### config.mk
export PLATFORM = sky130hd
export DESIGN_NAME = pool_relu_flat
export DESIGN_NICKNAME = d
export VERILOG_FILES = /design/src/rtl/pool_relu_pkg.sv /design/src/rtl/pool_relu_if.sv /design/src/rtl/pool_relu_relu_max.sv /design/src/rtl/pool_relu.sv /design/src/flat_wrapper.sv
export SDC_FILE = /design/constraint.sdc
export NUM_CORES = 1
export LEC_CHECK = 0
export BUFFER_PORTS_ARGS = -buffer_cell sky130_fd_sc_hd__buf_2
export CORE_UTILIZATION = 30
export DETAILED_ROUTE_END_ITERATION = 16
export GPL_TIMING_DRIVEN = 0
export MAX_ROUTING_LAYER = met4
export SYNTH_ARGS = -nofsm -noshare
export SYNTH_HDL_FRONTEND = slang
export SYNTH_HIERARCHICAL = 1
export SYNTH_SLANG_ARGS = --single-unit
### constraint.sdc
create_clock -name clk -period 4.5 [get_ports clk]
set_input_delay 0.225 -clock clk [delete_from_list [all_inputs] [get_ports clk]]
set_output_delay 0.225 -clock clk [all_outputs]
set_load 0.02 [all_outputs]
### src/rtl/pool_relu_pkg.sv
// Shared constants for the pool_relu coprocessor block: FSM encoding and state type.
package pool_relu_pkg;

  localparam logic ST_FIRST = 1'b0;
  localparam logic ST_ACCUM = 1'b1;

  typedef enum logic {
    FIRST = ST_FIRST,
    ACCUM = ST_ACCUM
  } pool_state_t;

endpackage

### src/rtl/pool_relu_if.sv
// Valid/ready stream carrying one signed sample per transfer.
interface pool_relu_if #(
  parameter int NUM_WIDTH = 16
) ();
  logic                 val;
  logic [NUM_WIDTH-1:0] data;
  logic                 rdy;

  modport master (output val, output data, input rdy);
  modport slave  (input val, input data, output rdy);
endinterface

### src/rtl/pool_relu_relu_max.sv
// Combinational ReLU clamp followed by a signed running-max compare.
module relu_max #(
  parameter int NUM_WIDTH = 16
) (
  input  logic [NUM_WIDTH-1:0] acc,
  input  logic [NUM_WIDTH-1:0] x,
  input  logic                 cfg_relu,
  input  logic                 first,
  output logic [NUM_WIDTH-1:0] nxt
);

  logic [NUM_WIDTH-1:0] r;

  // A window's first sample loads directly; later samples keep the larger signed value.
  always_comb begin
    r = (cfg_relu && x[NUM_WIDTH-1]) ? '0 : x;
    if (first) begin
      nxt = r;
    end else if ($signed(r) > $signed(acc)) begin
      nxt = r;
    end else begin
      nxt = acc;
    end
  end

endmodule

### src/rtl/pool_relu.sv
// Max-pooling with optional ReLU over a programmable window, one result per window.
module pool_relu
  import pool_relu_pkg::*;
#(
  parameter int NUM_WIDTH = 16,
  parameter int POOL_MAX  = 4,
  parameter int CNT_WIDTH = 3
) (
  input  logic                 clk,
  input  logic                 rst_n,
  input  logic                 cfg_relu,
  input  logic [CNT_WIDTH-1:0] cfg_pool,
  pool_relu_if.slave           up,
  pool_relu_if.master          dn
);

  localparam logic [CNT_WIDTH-1:0] POOL_MAX_C = CNT_WIDTH'(POOL_MAX);
  localparam logic [CNT_WIDTH-1:0] ONE_C      = CNT_WIDTH'(1);

  pool_state_t          state_q, state_d;
  logic [CNT_WIDTH-1:0] cnt_q, cnt_d;
  logic [CNT_WIDTH:0]   cnt_inc;
  logic [CNT_WIDTH-1:0] w_eff;
  logic [NUM_WIDTH-1:0] acc_q, acc_d, max_nxt;
  logic [NUM_WIDTH-1:0] dn_data_q;
  logic                 dn_val_q;
  logic                 rdy;
  logic                 in_xfer;
  logic                 close;

  // The single output register may be refilled in the same cycle it drains.
  assign rdy      = ~dn_val_q | dn.rdy;
  assign up.rdy   = rdy;
  assign dn.val   = dn_val_q;
  assign dn.data  = dn_data_q;
  assign in_xfer  = up.val & rdy;
  assign cnt_inc  = {1'b0, cnt_q} + {{CNT_WIDTH{1'b0}}, 1'b1};
  assign close    = cnt_inc >= {1'b0, w_eff};

  // Clamp the requested window into 1..POOL_MAX.
  always_comb begin
    if (cfg_pool == '0) begin
      w_eff = ONE_C;
    end else if (cfg_pool > POOL_MAX_C) begin
      w_eff = POOL_MAX_C;
    end else begin
      w_eff = cfg_pool;
    end
  end

  relu_max #(.NUM_WIDTH(NUM_WIDTH)) u_relu_max (
    .acc      (acc_q),
    .x        (up.data),
    .cfg_relu (cfg_relu),
    .first    (state_q == FIRST),
    .nxt      (max_nxt)
  );

  // Next-state logic: only an accepted sample advances the window.
  always_comb begin
    state_d = state_q;
    cnt_d   = cnt_q;
    acc_d   = acc_q;
    if (in_xfer) begin
      acc_d = max_nxt;
      if (close) begin
        state_d = FIRST;
        cnt_d   = '0;
      end else begin
        state_d = ACCUM;
        cnt_d   = cnt_inc[CNT_WIDTH-1:0];
      end
    end
  end

  // Window state registers.
  always_ff @(posedge clk or negedge rst_n) begin
    if (!rst_n) begin
      state_q <= FIRST;
      cnt_q   <= '0;
      acc_q   <= '0;
    end else begin
      state_q <= state_d;
      cnt_q   <= cnt_d;
      acc_q   <= acc_d;
    end
  end

  // Output register: a closing sample overwrites, a bare drain clears valid.
  always_ff @(posedge clk or negedge rst_n) begin
    if (!rst_n) begin
      dn_val_q  <= 1'b0;
      dn_data_q <= '0;
    end else if (in_xfer && close) begin
      dn_val_q  <= 1'b1;
      dn_data_q <= max_nxt;
    end else if (dn_val_q && dn.rdy) begin
      dn_val_q  <= 1'b0;
    end
  end

endmodule

### src/flat_wrapper.sv
// flat-port wrapper written by rule: the top's interface ports become plain ports
module pool_relu_flat import pool_relu_pkg::*;
#(
  parameter int NUM_WIDTH = 16,
  parameter int POOL_MAX  = 4,
  parameter int CNT_WIDTH = 3
)
  (clk, rst_n, cfg_relu, cfg_pool, up_val, up_data, up_rdy, dn_val, dn_data, dn_rdy);
  pool_relu_if #(.NUM_WIDTH(NUM_WIDTH)) up_i ();
  pool_relu_if #(.NUM_WIDTH(NUM_WIDTH)) dn_i ();
  input  logic clk;
  input  logic rst_n;
  input  logic cfg_relu;
  input  logic [CNT_WIDTH-1:0] cfg_pool;
  input wire logic [$bits(up_i.val)-1:0] up_val;
  input wire logic [$bits(up_i.data)-1:0] up_data;
  output wire logic [$bits(up_i.rdy)-1:0] up_rdy;
  output wire logic [$bits(dn_i.val)-1:0] dn_val;
  output wire logic [$bits(dn_i.data)-1:0] dn_data;
  input wire logic [$bits(dn_i.rdy)-1:0] dn_rdy;
  assign up_i.val = up_val;
  assign up_i.data = up_data;
  assign up_rdy = up_i.rdy;
  assign dn_val = dn_i.val;
  assign dn_data = dn_i.data;
  assign dn_i.rdy = dn_rdy;
  pool_relu #(.NUM_WIDTH(NUM_WIDTH), .POOL_MAX(POOL_MAX), .CNT_WIDTH(CNT_WIDTH)) u_core (.clk(clk), .rst_n(rst_n), .cfg_relu(cfg_relu), .cfg_pool(cfg_pool), .up(up_i), .dn(dn_i));
endmodule
; ---- After elaboration in Yosys (flattened, before gate mapping)
; Index checks and enable logic that the tools add are counted.
[word_totals]
regBits = 37
inputBits = 24
output_inout_bits = 18
[classes]
addsub = 1
order_cmp = 3
n_mux = 9
n_bitwise = 3
reduce_logical = 5
[op_table]
columns = operator, count
row1 = two-way mux 16 bit, 3
row2 = greater-than comparator 16 bit, 1
row3 = two-way mux 3 bit, 3
row4 = "adder 3 x 1 -> 4 bit, second input constant", 1
row5 = greater-or-equal comparator 4 x 3 -> 1 bit, 1
row6 = "greater-than comparator 3 bit, second input constant", 1
row7 = logical AND 1 bit, 3
row8 = logical NOT 3 bit, 1
row9 = two-way mux 1 bit, 3
row10 = nonzero test 2 bit, 1
row11 = AND 1 bit, 1
row12 = inverter 1 bit, 1
row13 = bitwise OR 1 bit, 1

; ---- Longest topological paths before layout
; Gate-level depths: netlist of run 1.
[depth]
depth_word = 6
ltp_mapped = 12
depth_no_buf = 10

; ---- Hierarchy
; The synthesis of run 1 kept the hierarchy.
[by_module_without_submodules]
columns = module, n_inst, cells_per_inst, area_each_um2, seq_area_each_um2
row1 = pool_relu, 1, 138, 1604.0, 925.9
row2 = relu_max, 1, 159, 1158.6, 0.0

; ---- Least setup slack after synthesis of run 1
; Ideal clock, no wire load.
[synth_timing]
path_kind = input port to flip-flop
start = input port cfg_relu
end = register u_core.dn_data_q[10], in the netlist u_core/dn.data[10]
setup_ns = 0.125
arrival_time_ns = 2.534
required_time_ns = 4.375
setup_slack_ns = 1.841
stages = 10
path_cell_list = nand2_1 clkbuf_1 and2_1 ha_1 nand4_1 a2111oi_2 o32ai_4 buf_6 a221o_1 mux2_4
[synth_between]
elab_chain_cells = 5
[synth_lines]
columns = item, line
row1 = from (decl), flat_wrapper.sv:13  ; input logic cfg_relu;
row2 = logical AND 1 bit *, pool_relu_relu_max.sv:16  ; r = (cfg_relu && x[NUM_WIDTH-1]) ? '0 : x;
row3 = two-way mux 16 bit *, pool_relu_relu_max.sv:16
row4 = greater-than comparator 16 bit, pool_relu_relu_max.sv:19  ; end else if ($signed(r) > $signed(acc)) begin
row5 = two-way mux 16 bit, pool_relu_relu_max.sv:19
row6 = two-way mux 16 bit *, pool_relu_relu_max.sv:17  ; if (first) begin
row7 = named net u_core.max_nxt[10], pool_relu.sv:24  ; logic [NUM_WIDTH-1:0] acc_q, acc_d, max_nxt;
row8 = to (signal assigned), pool_relu.sv:96  ; dn_data_q <= max_nxt;
row9 = to (decl), pool_relu.sv:25  ; logic [NUM_WIDTH-1:0] dn_data_q;
; Mark *: on every way through the listed nets, which the timed path passes. The rest lies on a longest branch.
; A chain may end at the register's enable or synchronous reset.

; ---- Worst setup path after layout of run 1
[layout_timing]
start = input port cfg_relu
end = register u_core.dn_data_q[5], in the netlist u_core/dn.data[5]
; Same word-level chain as after synthesis.

==> results of run 1 <==
[logic make-up (layout without fill, tap and decap cells)]
group | after synthesis | in the layout | share of synthesized area, %
simple gates | 114 | 114 | 20.88
compound gates | 73 | 73 | 21.60
flops | 37 | 37 | 33.51
buf+inv | 36 | 85 | 6.748
fa+ha+maj | 20 | 20 | 9.058
mux | 16 | 16 | 7.880
xor+xnor | 1 | 1 | 0.3171
[final cells by class]
cell class              instances  area share (%)
clock inverters                 1          0.1562
inverters                      20           2.343
clock buffers                   7           3.007
plain buffers                  16           3.475
well taps                     108           4.217
multi-input cells             224           51.50
repair buffers                 41           6.404
flip-flops and latches         37           28.89
[cells in the mapped netlist (5+ instances only)]
cell | instances | share of area [%]
dfrtp_1 | 37 | 34
o21ai_0 | 5 | 0.91
nand2_1 | 62 | 8.4
a21oi_1 | 19 | 3.4
or3_1 | 10 | 2.3
clkbuf_1 | 10 | 1.4
nand3_1 | 11 | 2.0
mux2_4 | 10 | 5.4
a221o_1 | 10 | 3.6
inv_1 | 20 | 2.7
o2bb2ai_1 | 5 | 1.6
and2_1 | 14 | 3.2
a21o_1 | 12 | 3.3
a221o_2 | 6 | 2.4
ha_1 | 20 | 9.1
mux2_2 | 6 | 2.4
[worst max-delay path, stage by stage]
cell and delay [ns]:
buf_2 0.10, nand2_1 0.19, clkbuf_1 0.43, and2_1 0.25, ha_1 0.17, nand4_1 0.17, a2111oi_2 0.60, o32ai_4 0.23
buf_6 0.20, a221o_1 0.31, mux2_4 0.27
[through the flow]
stage	util, %	instance area (sq um)	hold slack, ns	setup WS (ns)
after detailed placement	35.24	3103	0.3951	1.243
after global placement	35.24	3103	0.3813	1.322
final	36.39	3204	0.04057	1.504
after floorplan	-	2763	-0.07059	1.841
after CTS	36.39	3204	0.07704	1.518
after global routing	36.39	3204	0.1129	1.294
[per-layer routing]
metal | track usage (%) | vias to the layer above | wire, um
li1 | - | 1155 | -
met1 | 19.83 | 1124 | 3212
met2 | 24.81 | 47 | 3214
met3 | 2.076 | 4 | 218
met4 | 4.079 | 0 | 51
met5 | - | - | 0
[how the worst max path moves through the flow]
stage	start	to	slack [ns]	cells after the start
floorplan	cfg_relu	u_core/dn.data[10]$_DFFE_PN0P_	1.84	10
global placement	cfg_relu	u_core/dn.data[5]$_DFFE_PN0P_	1.32	12
detailed placement	cfg_relu	u_core/dn.data[13]$_DFFE_PN0P_	1.24	11
CTS	cfg_relu	u_core/dn.data[5]$_DFFE_PN0P_	1.52	11
global route	cfg_relu	u_core/dn.data[5]$_DFFE_PN0P_	1.29	11
finish	cfg_relu	u_core/dn.data[5]$_DFFE_PN0P_	1.50	11
[power breakdown]
group          internal [W]  switching (W)  total [W]
sequential         0.000491       0.000107   0.000598
clock              0.000139       0.000122   0.000260
combinational      0.000574       0.000686    0.00126
total               0.00120       0.000915    0.00212
[registers in the layout, summed over array words and instances, names as in the netlist]
name / flops
u_core/acc_q: 16
u_core/cnt_q: 3
u_core/dn.data: 16
u_core/dn.val: 1
u_core/state_q: 1
==> metrics.txt, run 1 <==
# IOs=42; Setup TNS Final=0 ns; area added between synthesis and finish=15.99%; H-tree lvl count=2; clk sinks=37; Synth Instances=just under 300; most common cell after layout, fill and taps aside=nand2_1; max cap viols=0; drt pass-1 iters=10; Avg Cell Area, Syn=approximately 9.3 sq um; gr usage total=approximately 15%; status=complete, but fails checks; number of DRC markers in iteration 0=approximately 150; first-pass GRT wire length=11430 um; crit path DAT=approximately 3.2 ns; Final ANT Viol Nets=0; CTS clk-pin slew, worst paths=0.08 ns; Antenna Cells=0; post-synth cell types=46; total power=between 0.002 and 0.0025 W; core area=between 8000 and 9000 sq um; RSZ-0062 raised after global routing=no; Die Wd=between 90 and 100 um; Hold Buf Count CTS=0; worst slew pin tran=roughly 0.84 ns; critical path endpoint category=flip-flop; final wirelength=about 6700 um; area of the multi-input gates=~1700 sq um; height of the die=97.96 um; kind of critical path=primary input to flip-flop; register area share after synthesis=33.51%; Yosys reg bits=37; root buffer cell=clkbuf_8; Main synth FF type=dfrtp_1; initial cell density of the core=31.37%; worst skew pair latency=between 0.2 and 0.3 ns; storage element area=925.9 sq um; fillers=between 800 and 900; Num CTS Buffers=5; placed insts=~450; Final Setup Violations=0; Routed wire per std cell=~15 um; ys async rst share=between 90% and 100%; Pins Over Slew Limit=0; Synth Warn #=6; Final Hold Fails=0; CTS resizes=0; nets=between 300 and 400; relative max-transition margin=approximately 44%; pin count of the biggest net entering global routing=38; Max Buffers Root-to-Sink=2; VDD IR-drop max=roughly 0.00018 V; vias per cell=~5.1; Reg2Reg Depth=8; CTS tree=done; most frequent cells in the layout=nand2_1 (62), buf_2 (42), dfrtp_1 (37); global route overflow=0; critical path launch point type=primary input; pwr/cell area=approximately 660 nW/um^2; initial antenna violation count=0; worst-path fanout max=10; gpl congestion=0.8533; Post-CTS Setup Inserts=0; ratio of cells with drive above 1 in the final layout=about 26%; FP Rows=34; die area=between 9000 and 10000 sq um; Final Critical Period=about 3.0 ns; reg2reg end=u_core/dn.data[5]$_DFFE_PN0P_; Worst Skew=roughly 0.0057 ns; failing checks=design-rule violations; worst endpoint required time=roughly 4.7 ns; Via Count=2330; Post-Layout Cell Count=between 400 and 500; Mapped Area=2763 sq um; Final Cycle Share=about 67%; worst flop-to-flop path startpoint=u_core/acc_q[7]$_DFFE_PN0P_; syn_nets=341; I/O Buffers=41; flop2flop setup slack=around 1.8 ns; HPWL Detailed=4898 um; Pleak=roughly 1.6 nW; FMAX=0.3338 GHz; Worst Hold Class=primary input to asynchronous set/reset pin; count of flip-flops with a built-in enable after synthesis=0; vias in the first global route=between 2000 and 2500; DRC errors left=2
Power figures use the tool's default switching activity.
==> inputs of run 2 (changes only) <==
clock period = 2.6 ns   (was 4.5 ns; I/O delays follow)
==> metrics.txt, run 2 (same netlist as run 1, synthesis figures left out) <==
status=complete, but fails checks; failing checks=design-rule violations, negative setup slack; relative max-transition margin=between 40% and 50%; RSZ-0062 raised after global routing=yes; crit path DAT=~2.8 ns; H-tree lvl count=2; final wirelength=~7100 um; Num CTS Buffers=5; Final ANT Viol Nets=0; area added between synthesis and finish=23.46%; FMAX=0.3840 GHz; root buffer cell=clkbuf_8; Via Count=between 2000 and 2500; clock network power share=approximately 12%; Post-Layout Cell Count=approximately 460; worst slew pin tran=~0.84 ns; worst skew pair latency=between 0.2 and 0.3 ns; most common cell after layout, fill and taps aside=nand2_1; total power=~0.0039 W; global route overflow=0; Worst Hold Class=primary input to flip-flop; most frequent cells in the layout=nand2_1 (61), buf_2 (43), dfrtp_1 (37); fillers=a little under 900; Pins Over Slew Limit=0; CTS clk-pin slew, worst paths=~0.08 ns; Antenna Cells=0; worst endpoint required time=around 2.8 ns; FP Rows=34; # IOs=42; critical path endpoint category=flip-flop; ratio of cells with drive above 1 in the final layout=30.70%; final worst slack=-0.003938 ns; critical path launch point type=flip-flop; Net Sw Frac=between 40 and 50%; pin count of the biggest net entering global routing=38; die area=roughly 9600 sq um; Hold Slack=0.07274 ns; number of DRC markers in iteration 0=approximately 130; min-delay src=up_val; core area=8806 sq um; P_int=0.002240 W; HPWL Detailed=4898 um; VDD IR-drop max=roughly 0.00032 V; vias in the first global route=around 2300; worst-path fanout max=4; Final Instance Area=about 3400 sq um; Pleak=between 1.5 and 2 nW; gpl congestion=about 0.85; initial antenna violation count=0; I/O Buffers=a little over 40; max cap viols=0; Final Hold Fails=0; kind of critical path=flip-flop to flip-flop; combinational power share=between 60% and 70%; pwr/cell area=about 1200 nW/um^2; DRC errors left=2; Final Critical Period=roughly 2.6 ns; CP startpoint=u_core/acc_q[11]$_DFFE_PN0P_; Max Buffers Root-to-Sink=2; vias per cell=5.158; initial cell density of the core=31.37%; drt pass-1 iters=10; Final Setup Violations=1; placed insts=roughly 450; Routed wire per std cell=approximately 15 um; CTS tree=done; nets=about 400; part of the power in registers=26.3%; height of the die=between 90 and 100 um; Final Cycle Share=100.2%; NetSw=0.001685 W; Worst Skew=0.005050 ns; placed cell areas=around 3100 sq um; worst flop-to-flop path startpoint=u_core/acc_q[11]$_DFFE_PN0P_; clk sinks=37; gr usage total=between 10% and 20%; Die Wd=a little under 100 um; first-pass GRT wire length=roughly 12000 um
-- run 2: changes by cell type in the layout (fill, tap and decap cells not counted), sizes merged --
cell / change
buf: +8
dlygate4sd3: +1
-- run 2: stage by stage --
stage                     worst slack, ns  utilization [%]   TNS (ns)
after floorplan                   0.03617                -          0
after global placement            -0.4828            35.24     -10.92
after detailed placement          -0.5617            35.24     -13.57
after CTS                         0.03487            37.27          0
after global routing             -0.07910            38.73    -0.9310
final                           -0.003938            38.73  -0.003938
-- run 2: area by class of cell --
type	count	area (sq um)	area share, %
Buffer	16	127.6	3.742
Clock buffer	7	96.34	2.825
Clock inverter	1	5.005	0.1467
Inverter	20	75.07	2.201
Multi-Input combinational cell	224	1755	51.47
Sequential cell	37	925.9	27.15
Tap cell	108	135.1	3.962
Timing Repair Buffer	50	290.3	8.511
-- run 2: timing repair --
action | 4_1_cts | 5_1_grt
setup buffers | 2 | 4
hold endpoints to repair | 37 | 0
gates cloned | 0 | 2
pin swaps | 0 | 14
setup endpoints to repair | 26 | 20
resized for setup | 8 | 11
hold buffers | 1 | 0
-- run 2: worst paths after layout --
kind                                             endpoint  slack (ns)  depth (start not counted)
min in group asynchronous  u_core/dn.data[12]$_DFFE_PN0P_        0.49                          2
max                         u_core/dn.data[0]$_DFFE_PN0P_      -0.004                          9
max in group asynchronous     u_core/cnt_q[0]$_DFFE_PN0P_        1.59                          2
max reg2reg                 u_core/dn.data[0]$_DFFE_PN0P_      -0.004                          9
min                             u_core/dn.val$_DFFE_PN0P_        0.07                          3
min reg2reg                    u_core/state_q$_DFFE_PN0P_        0.49                          2
-- run 2: power by group through the flow --
| stage | sequential, W | clock [W] | combinational (W) |
|---|---|---|---|
| after floorplan | 0.00118 | 0 | 0.00153 |
| after global placement | 0.00104 | 0 | 0.00216 |
| after detailed placement | 0.00105 | 0 | 0.00219 |
| after CTS | 0.00104 | 0.000473 | 0.00228 |
| after global routing | 0.00107 | 0.000495 | 0.00268 |
| final | 0.00103 | 0.000452 | 0.00244 |
-- run 2: critical path, cell delays in order, from the launching register on --
cell and delay, ns:
dfrtp_1 0.41, inv_2 0.07, ha_4 0.27, nand4_1 0.13
buf_4 0.17, a2111oi_4 0.46, o32ai_4 0.16, buf_4 0.19
a221o_2 0.35, mux2_2 0.27
-- run 2: metal layers --
layer / global-route usage, % / vias to the layer above / part of all wire [%] / routed length [um]
met5: - / - / 0 / 0
li1: - / 1173 / - / -
met2: 25.41 / 62 / 49 / 3442
met1: 20.05 / 1149 / 46 / 3292
met3: 2.004 / 4 / 4.3 / 303
met4: 4.079 / 0 / 0.72 / 51
